==> src/rtl/riscv_pkg.sv <==
// Shared RV32I decode definitions: opcodes, function fields and the control
// encodings carried from decode into execute.
package riscv_pkg;

  localparam int XLEN_P = 32;

  localparam logic [6:0] OP_LOAD   = 7'b0000011;
  localparam logic [6:0] OP_STORE  = 7'b0100011;
  localparam logic [6:0] OP_REG    = 7'b0110011;
  localparam logic [6:0] OP_IMM    = 7'b0010011;
  localparam logic [6:0] OP_BRANCH = 7'b1100011;
  localparam logic [6:0] OP_JAL    = 7'b1101111;

  localparam logic [2:0] F3_ADD = 3'b000;
  localparam logic [2:0] F3_SLT = 3'b010;
  localparam logic [2:0] F3_OR  = 3'b110;
  localparam logic [2:0] F3_AND = 3'b111;
  localparam logic [2:0] F3_LW  = 3'b010;
  localparam logic [2:0] F3_SW  = 3'b010;
  localparam logic [2:0] F3_BEQ = 3'b000;

  localparam logic [6:0] F7_BASE = 7'b0000000;
  localparam logic [6:0] F7_ALT  = 7'b0100000;

  typedef enum logic [2:0] {
    ALU_ADD = 3'b000,
    ALU_SUB = 3'b001,
    ALU_AND = 3'b010,
    ALU_OR  = 3'b011,
    ALU_SLT = 3'b101
  } alu_ctrl_t;

  typedef enum logic [1:0] {
    RES_ALU = 2'b00,
    RES_MEM = 2'b01,
    RES_PC4 = 2'b10
  } result_src_t;

  typedef enum logic [1:0] {
    IMM_I = 2'b00,
    IMM_S = 2'b01,
    IMM_B = 2'b10,
    IMM_J = 2'b11
  } imm_src_t;

  typedef struct packed {
    logic        reg_write;
    result_src_t result_src;
    logic        mem_write;
    logic        jump;
    logic        branch;
    logic        alu_src;
    alu_ctrl_t   alu_ctrl;
    logic        illegal;
  } ctrl_t;

  typedef struct packed {
    logic              valid;
    ctrl_t             ctrl;
    logic [XLEN_P-1:0] rd1;
    logic [XLEN_P-1:0] rd2;
    logic [XLEN_P-1:0] imm_ext;
    logic [XLEN_P-1:0] pc;
    logic [XLEN_P-1:0] pc_plus4;
    logic [4:0]        rs1;
    logic [4:0]        rs2;
    logic [4:0]        rd;
  } idex_t;

  // Immediate format depends on the opcode alone, so data fields stay
  // well-defined even for bubbles and illegal encodings.
  function automatic imm_src_t imm_src_for(logic [6:0] opcode);
    case (opcode)
      OP_STORE:  return IMM_S;
      OP_BRANCH: return IMM_B;
      OP_JAL:    return IMM_J;
      default:   return IMM_I;
    endcase
  endfunction

endpackage

==> src/rtl/decode_stage_imm_gen.sv <==
// Immediate generator: assembles and sign-extends the I/S/B/J immediates
// from the upper instruction bits.
module imm_gen
  import riscv_pkg::*;
(
  input  logic [31:7] instr_i,
  input  logic [1:0]  imm_src_i,
  output logic [31:0] imm_ext_o
);

  // NOTE: every always_comb output gets a default first so no path can infer a latch.
  always_comb begin
    imm_ext_o = '0;
    case (imm_src_i)
      IMM_I: imm_ext_o = {{20{instr_i[31]}}, instr_i[31:20]};
      IMM_S: imm_ext_o = {{20{instr_i[31]}}, instr_i[31:25], instr_i[11:7]};
      IMM_B: imm_ext_o = {{19{instr_i[31]}}, instr_i[31], instr_i[7],
                          instr_i[30:25], instr_i[11:8], 1'b0};
      IMM_J: imm_ext_o = {{11{instr_i[31]}}, instr_i[31], instr_i[19:12],
                          instr_i[20], instr_i[30:21], 1'b0};
      default: imm_ext_o = '0;
    endcase
  end

endmodule

==> src/rtl/decode_stage.sv <==
// RV32I instruction-decode stage: register-file addressing, control decode,
// immediate generation and the ID/EX pipeline register with stall/flush.
module decode_stage
  import riscv_pkg::*;
#(
  parameter int XLEN = XLEN_P
) (
  input  logic            clk,
  input  logic            rst,
  input  logic [31:0]     InstrD,
  input  logic [XLEN-1:0] PCD,
  input  logic [XLEN-1:0] PCPlus4D,
  input  logic            ValidD,
  input  logic [XLEN-1:0] RD1D,
  input  logic [XLEN-1:0] RD2D,
  input  logic            StallE,
  input  logic            FlushE,
  output logic [4:0]      A1,
  output logic [4:0]      A2,
  output logic [4:0]      Rs1D,
  output logic [4:0]      Rs2D,
  output logic            ValidE,
  output logic            RegWriteE,
  output logic            MemWriteE,
  output logic            JumpE,
  output logic            BranchE,
  output logic            ALUSrcE,
  output logic            IllegalE,
  output logic [1:0]      ResultSrcE,
  output logic [2:0]      ALUControlE,
  output logic [XLEN-1:0] RD1E,
  output logic [XLEN-1:0] RD2E,
  output logic [XLEN-1:0] ImmExtE,
  output logic [XLEN-1:0] PCE,
  output logic [XLEN-1:0] PCPlus4E,
  output logic [4:0]      Rs1E,
  output logic [4:0]      Rs2E,
  output logic [4:0]      RdE
);

  logic [6:0]  opcode;
  logic [2:0]  funct3;
  logic [6:0]  funct7;
  logic [4:0]  rd;
  logic [31:0] imm_ext;
  ctrl_t       ctrl_dec;
  idex_t       idex_cap;
  idex_t       idex_d;
  idex_t       idex_q;

  assign opcode = InstrD[6:0];
  assign rd     = InstrD[11:7];
  assign funct3 = InstrD[14:12];
  assign funct7 = InstrD[31:25];

  assign A1   = InstrD[19:15];
  assign A2   = InstrD[24:20];
  assign Rs1D = InstrD[19:15];
  assign Rs2D = InstrD[24:20];

  imm_gen u_imm_gen (
    .instr_i   (InstrD[31:7]),
    .imm_src_i (imm_src_for(opcode)),
    .imm_ext_o (imm_ext)
  );

  always_comb begin
    ctrl_dec = '0;
    case (opcode)
      OP_LOAD: begin
        ctrl_dec.reg_write  = 1'b1;
        ctrl_dec.result_src = RES_MEM;
        ctrl_dec.alu_src    = 1'b1;
        ctrl_dec.illegal    = (funct3 != F3_LW);
      end
      OP_STORE: begin
        ctrl_dec.mem_write = 1'b1;
        ctrl_dec.alu_src   = 1'b1;
        ctrl_dec.illegal   = (funct3 != F3_SW);
      end
      OP_REG: begin
        ctrl_dec.reg_write = 1'b1;
        case ({funct7, funct3})
          {F7_BASE, F3_ADD}: ctrl_dec.alu_ctrl = ALU_ADD;
          {F7_ALT,  F3_ADD}: ctrl_dec.alu_ctrl = ALU_SUB;
          {F7_BASE, F3_AND}: ctrl_dec.alu_ctrl = ALU_AND;
          {F7_BASE, F3_OR}:  ctrl_dec.alu_ctrl = ALU_OR;
          {F7_BASE, F3_SLT}: ctrl_dec.alu_ctrl = ALU_SLT;
          default:           ctrl_dec.illegal  = 1'b1;
        endcase
      end
      OP_IMM: begin
        ctrl_dec.reg_write = 1'b1;
        ctrl_dec.alu_src   = 1'b1;
        case (funct3)
          F3_ADD:  ctrl_dec.alu_ctrl = ALU_ADD;
          F3_AND:  ctrl_dec.alu_ctrl = ALU_AND;
          F3_OR:   ctrl_dec.alu_ctrl = ALU_OR;
          F3_SLT:  ctrl_dec.alu_ctrl = ALU_SLT;
          default: ctrl_dec.illegal  = 1'b1;
        endcase
      end
      OP_BRANCH: begin
        ctrl_dec.branch   = 1'b1;
        ctrl_dec.alu_ctrl = ALU_SUB;
        ctrl_dec.illegal  = (funct3 != F3_BEQ);
      end
      OP_JAL: begin
        ctrl_dec.jump       = 1'b1;
        ctrl_dec.reg_write  = 1'b1;
        ctrl_dec.result_src = RES_PC4;
      end
      default: ctrl_dec.illegal = 1'b1;
    endcase

    // An illegal encoding must never write state, so only the flag survives.
    if (ctrl_dec.illegal) begin
      ctrl_dec         = '0;
      ctrl_dec.illegal = 1'b1;
    end
    if (rd == 5'd0) ctrl_dec.reg_write = 1'b0;
    if (!ValidD) ctrl_dec = '0;
  end

  always_comb begin
    idex_cap.valid    = ValidD;
    idex_cap.ctrl     = ctrl_dec;
    idex_cap.rd1      = RD1D;
    idex_cap.rd2      = RD2D;
    idex_cap.imm_ext  = imm_ext;
    idex_cap.pc       = PCD;
    idex_cap.pc_plus4 = PCPlus4D;
    idex_cap.rs1      = InstrD[19:15];
    idex_cap.rs2      = InstrD[24:20];
    idex_cap.rd       = rd;
  end

  // Flush outranks stall so a squashed instruction cannot linger in EX.
  always_comb begin
    idex_d = idex_q;
    if (FlushE)       idex_d = '0;
    else if (!StallE) idex_d = idex_cap;
  end

  // NOTE: sequential state uses non-blocking assignments so every register samples pre-edge values.
  always_ff @(posedge clk or negedge rst) begin
    if (!rst) idex_q <= '0;
    else      idex_q <= idex_d;
  end

  assign ValidE      = idex_q.valid;
  assign RegWriteE   = idex_q.ctrl.reg_write;
  assign MemWriteE   = idex_q.ctrl.mem_write;
  assign JumpE       = idex_q.ctrl.jump;
  assign BranchE     = idex_q.ctrl.branch;
  assign ALUSrcE     = idex_q.ctrl.alu_src;
  assign IllegalE    = idex_q.ctrl.illegal;
  assign ResultSrcE  = idex_q.ctrl.result_src;
  assign ALUControlE = idex_q.ctrl.alu_ctrl;
  assign RD1E        = idex_q.rd1;
  assign RD2E        = idex_q.rd2;
  assign ImmExtE     = idex_q.imm_ext;
  assign PCE         = idex_q.pc;
  assign PCPlus4E    = idex_q.pc_plus4;
  assign Rs1E        = idex_q.rs1;
  assign Rs2E        = idex_q.rs2;
  assign RdE         = idex_q.rd;

endmodule

==> config.mk <==
export PLATFORM = sky130hd
export DESIGN_NAME = decode_stage
export DESIGN_NICKNAME = d
export VERILOG_FILES = /design/src/rtl/riscv_pkg.sv /design/src/rtl/decode_stage_imm_gen.sv /design/src/rtl/decode_stage.sv
export SDC_FILE = /design/constraint.sdc
export NUM_CORES = 1
export LEC_CHECK = 0
export ABC_AREA = 0
export CORE_AREA = 2 2 147 149
export CTS_CLUSTER_DIAMETER = 120
export CTS_CLUSTER_SIZE = 25
export DETAILED_ROUTE_END_ITERATION = 7
export DIE_AREA = 0 0 149 151
export GPL_ROUTABILITY_DRIVEN = 0
export PLACE_DENSITY = 0.87
export SLEW_MARGIN = 20
export SYNTH_ARGS = -nofsm -noshare
export SYNTH_HDL_FRONTEND = slang
export SYNTH_SLANG_ARGS = --single-unit
==> constraint.sdc <==
create_clock -name clk -period 0.8 [get_ports clk]
set_input_delay 0.16 -clock clk [delete_from_list [all_inputs] [get_ports clk]]
set_output_delay 0.16 -clock clk [all_outputs]
set_load 0.03 [all_outputs]
==> results, run 1 <==
- The run finished, with violations left.
- The checks that failed: negative setup slack.
- The routed length on met2 is 13900 um.
- The count of port buffers added during placement is 371.
- After synthesis, the netlist uses 47 different library cells.
- The count of final max-slew check failures is 0.
- Setup repair after global routing could not meet its margin everywhere.
- Entering global routing, the biggest net connects 73 pins.
- The post-synthesis cell count is 662.
- The die covers 22500 um^2.
- The later pin in the worst-skew pair is clocked with a latency of 0.42 ns.
- The via count of the first global-routing pass is 7023.
- TritonCTS built the clock tree.
- The final critical path takes up 165% of the cycle.
- The root cell of the clock tree is sky130_fd_sc_hd__clkbuf_16.
- The class of the worst hold path is input pin to flip-flop.
- The startpoint identified for the worst hold timing path is InstrD[26].
- In the final design database the tool counted 1291 nets.
- For this run, the slowest stage of the critical path takes 0.55 ns.
- The post-route netlist has 41.9% of its cells at a drive strength greater than 1.
- The shortest clock period the worst path allows after layout is 1.32 ns.
- The count of buffer and inverter cells on the critical path is 1.
- The total iterations of the first detailed-routing run is 4.
- The worst register-to-register path begins at PCE[11]$_DFFE_PN0P_.
- On the critical path, the stage with the largest delay is an instance of sky130_fd_sc_hd__dfrtp_4.
- The headroom to the max-slew limit is 73.2%.
- The signal on the critical path passes through buf_4.
- The worst setup path is launched from a flip-flop.
- The met1 routed wirelength after detailed routing is 10400 um.
- The worst slack after detailed placement is -1.05 ns.
- The logic depth of the worst register-to-register path is 3.
- The number of violations of the max-capacitance limit is 0.
- Ranked by instance count, the synthesized netlist is headed by sky130_fd_sc_hd__dfrtp_1 (175), sky130_fd_sc_hd__nor2_1 (158), sky130_fd_sc_hd__mux2i_1 (154), sky130_fd_sc_hd__buf_4 (32), sky130_fd_sc_hd__buf_2 (18).
- The boundary pin count is 372.
- The type of the worst setup path is flip-flop to output port.
- The highest achievable clock rate is 0.755 GHz.
- The first global-routing pass estimated 38700 um of wire.
- Along the worst hold path, the cell count comes to 3.
- The die is 151 um tall.
- The total global routing track utilization is 22.3%.
- The clock tree buffer depth is 2.
- The cell family with the largest share of critical-path delay is flip-flops.
- The die is 149 um wide.
- In the routed design, unresolved DRC markers number 0.
- Each instance of the synthesized netlist takes up on average 11.6 um^2.
- The met3 layer wire length in the routed design is 1920 um.
- Dividing total power by cell area gives a power density of 1720 nW/um^2.
- The highest layer used for signal routing is met4.
- After legalization and detailed placement, the total HPWL measured 17300 um.
- The cell with the most instances after synthesis is sky130_fd_sc_hd__dfrtp_1.
- The final global-route overflow total is 0.
- The routed layout has 6911 vias.
- In the routed layout, each cell is associated on average with a via count of 4.88.
- Of the synthesized area, sequential elements account for 57.1%.
- The number of warnings printed during yosys synthesis is 0.
- The register clock-pin slew on the reported worst setup and hold paths is 0.07 ns.
- The path with the worst hold slack has its endpoint at ImmExtE[6]$_DFFE_PN0P_.
- The post-synthesis sequential element count is 175.
- The worst setup path is captured at an output port.
- The initialized floorplan defines 53 standard-cell rows.
- For the worst setup path, the data arrival time is 1.16 ns.
- The prevailing post-synth register cell is sky130_fd_sc_hd__dfrtp_1.
- The total CTS buffers is 17.
- The analysis attributes to cell leakage a power of 0.00687 uW.
- The area growth from synthesis to layout is 80.2%.
- The area share of the largest cell type after synthesis is 57.1%.
- In this run, the number of DRC markers left after iteration 0 of detailed routing was 280.
- The worst-case setup margin in the final layout is -0.524 ns.
- The sum of internal, switching and leakage power is 23700 uW.
- Sorting the synthesized cells by area gives the leading types as sky130_fd_sc_hd__dfrtp_1 (57%), sky130_fd_sc_hd__mux2i_1 (20%), sky130_fd_sc_hd__nor2_1 (7.7%), sky130_fd_sc_hd__buf_4 (3.1%), sky130_fd_sc_hd__buf_2 (1.2%).
- The synthesized netlist occupies a cell area of 7670 um^2.
- At the pin with the least slew margin, the transition time is 0.401 ns.
- The initial antenna violation count was 0.
- The cell type with the highest aggregate area in the netlist is sky130_fd_sc_hd__dfrtp_1.
- The number of failing hold endpoints at the final stage is 0.
- Setup slack on the worst reg-to-reg path comes out at -0.16 ns.
- The average routed wire per standard cell is 19.0 um.
- The number of synthesized flops with an enable pin is 0.
- The tree built by TritonCTS fans out to 175 sinks.
- The level count of the clock H-tree is 4.
- The maximum vdd drop is 0.00137 V.
- The detail route stage leaves a number of antenna-violating nets equal to 0.
- Between clock sinks in the finished design, the worst skew comes to 0 ns.
- The post-synth net total is 827.
- Counting flops with an async set or reset pin after synthesis yields a share of 100%.
- The total length of routed wires is 26800 um.
- The floorplan step defined a core boundary enclosing 20800 um^2.
- At the worst endpoint, the required time is 0.64 ns.
- Along the worst path, the maximum fanout reaches 13.
- The initial utilization of the core area, before any placement, comes to 36.8%.
- The final count of negative-setup-slack endpoints is 278.
- The destination of the worst register-to-register timing path is PCE[11]$_DFFE_PN0P_.
## cells by family (layout without fill, tap and decap cells)
kind of cell,count (synthesis),after routing,share of synthesized area [%]
flip-flops,175,175,57.1
other,0,1,0
AO/OA/AOI/OAI,38,38,3.46
AND/OR/NAND/NOR,215,215,12.7
multiplexers,158,158,20.7
buffers and inverters,76,553,6.04
## layout make-up
| type | count | area (um^2) |
|---|---|---|
| Fill cell | 1467 | 7010 |
| Inverter | 3 | 11.3 |
| Multi-Input combinational cell | 411 | 3160 |
| Timing Repair Buffer | 518 | 5350 |
| Tap cell | 275 | 344 |
| Antenna cell | 1 | 2.50 |
| Sequential cell | 175 | 4380 |
| Clock inverter | 12 | 129 |
| Clock buffer | 20 | 437 |
## metal layers
metal	track usage [%]	vias up
li1	-	3136
met5	0	-
met3	6.23	56
met4	8.00	0
met2	38.9	304
met1	26.3	3415
## per-stage QoR
stage	hold slack [ns]	cell area [um^2]	instances	utilization, %	TNS [ns]
6_report	0.0352	13800	1415	66.3	-69.83
5_1_grt	0.0388	13800	1414	66.3	-81.10
4_1_cts	0.0134	13100	1360	62.8	-69.18
3_5_place_dp	0.155	11400	1289	54.9	-63.69
3_3_place_gp	0.153	11400	1289	54.9	-60.73
2_1_floorplan	-0.136	7950	662	-	-26.34
## worst min-delay path: stages
cell,delay [ns]
sky130_fd_sc_hd__buf_2,0.11
sky130_fd_sc_hd__mux2i_1,0.07
sky130_fd_sc_hd__nor2_1,0.08
## how the worst max path moves through the flow
stage          cells past startpoint  slack (ns)               startpoint                          to
6_report                           1       -0.52  ImmExtE[30]$_DFFE_PN0P_                 ImmExtE[23]
5_1_grt                            1       -0.58  ImmExtE[30]$_DFFE_PN0P_                 ImmExtE[28]
4_1_cts                            1       -0.54  ImmExtE[30]$_DFFE_PN0P_                 ImmExtE[23]
3_5_place_dp                       6       -1.05               InstrD[25]         BranchE$_DFFE_PN0P_
3_3_place_gp                       7       -1.02               InstrD[25]  ALUControlE[0]$_DFFE_PN0P_
2_1_floorplan                      6       -0.38                InstrD[1]     ImmExtE[15]$_DFFE_PN0P_
## flip-flops by register name, summed over array words and instances, names as in the netlist
signal,count
PCE,32
IllegalE,1
ResultSrcE,1
PCPlus4E,32
RegWriteE,1
Rs1E,5
MemWriteE,1
RD1E,32
RdE,5
ImmExtE,21
Rs2E,5
BranchE,1
JumpE,1
ALUControlE,3
ALUSrcE,1
ValidE,1
RD2E,32
## timing repair
action,CTS,global route
setup endpoints to repair,233,243
setup buffers,36,68
endpoints found under the hold margin,177,0
gates resized for setup,310,78
hold buffers,3,0
pin swaps,22,47
## power by group
group	switching (uW)	leakage, uW	internal, uW
registers	404	0.00232	9330
clock network	3820	0.000269	4390
logic	2880	0.00428	2920
## layout by cell type (no fill, tap or decap), types with 3 or more instances in the layout
cell type                         netlist  routed
sky130_fd_sc_hd__a211oi_2               0       6
sky130_fd_sc_hd__a211oi_4               0       3
sky130_fd_sc_hd__buf_12                 0      20
sky130_fd_sc_hd__buf_2                 18       7
sky130_fd_sc_hd__buf_4                 32     122
sky130_fd_sc_hd__buf_6                  2     215
sky130_fd_sc_hd__buf_8                  0       3
sky130_fd_sc_hd__clkbuf_1              13       3
sky130_fd_sc_hd__clkbuf_16              0      17
sky130_fd_sc_hd__clkdlybuf4s15_2        0       9
sky130_fd_sc_hd__clkdlybuf4s50_1        0     129
sky130_fd_sc_hd__clkinv_4               0       5
sky130_fd_sc_hd__dfrtp_1              175     173
sky130_fd_sc_hd__dlygate4sd2_1          0       7
sky130_fd_sc_hd__dlygate4sd3_1          0       3
sky130_fd_sc_hd__mux2_2                 4       3
sky130_fd_sc_hd__mux2i_1              154     147
sky130_fd_sc_hd__mux2i_2                0       6
sky130_fd_sc_hd__nand2_1               16      14
sky130_fd_sc_hd__nor2_1               158     154
sky130_fd_sc_hd__nor2_2                 0       4
sky130_fd_sc_hd__nor2b_1               10       4
sky130_fd_sc_hd__nor2b_4                0       7
sky130_fd_sc_hd__nor3_1                12       8
sky130_fd_sc_hd__nor3_2                 0       4
sky130_fd_sc_hd__o21ai_2                1       5
sky130_fd_sc_hd__o22ai_1                4       3
No activity file was read; power rests on OpenSTA's default activity.
==> run 2, diff against run 1 <==
- SLEW_MARGIN: 20 -> default
==> results of run 2 <==
Same layout as run 1: the final DEF is identical, and so are final timing and power.
==> run 3, diff against run 2 <==
- CTS_CLUSTER_DIAMETER: 120 -> 200
==> results of run 3 <==
Same layout as run 1: the final DEF is identical, and so are final timing and power.
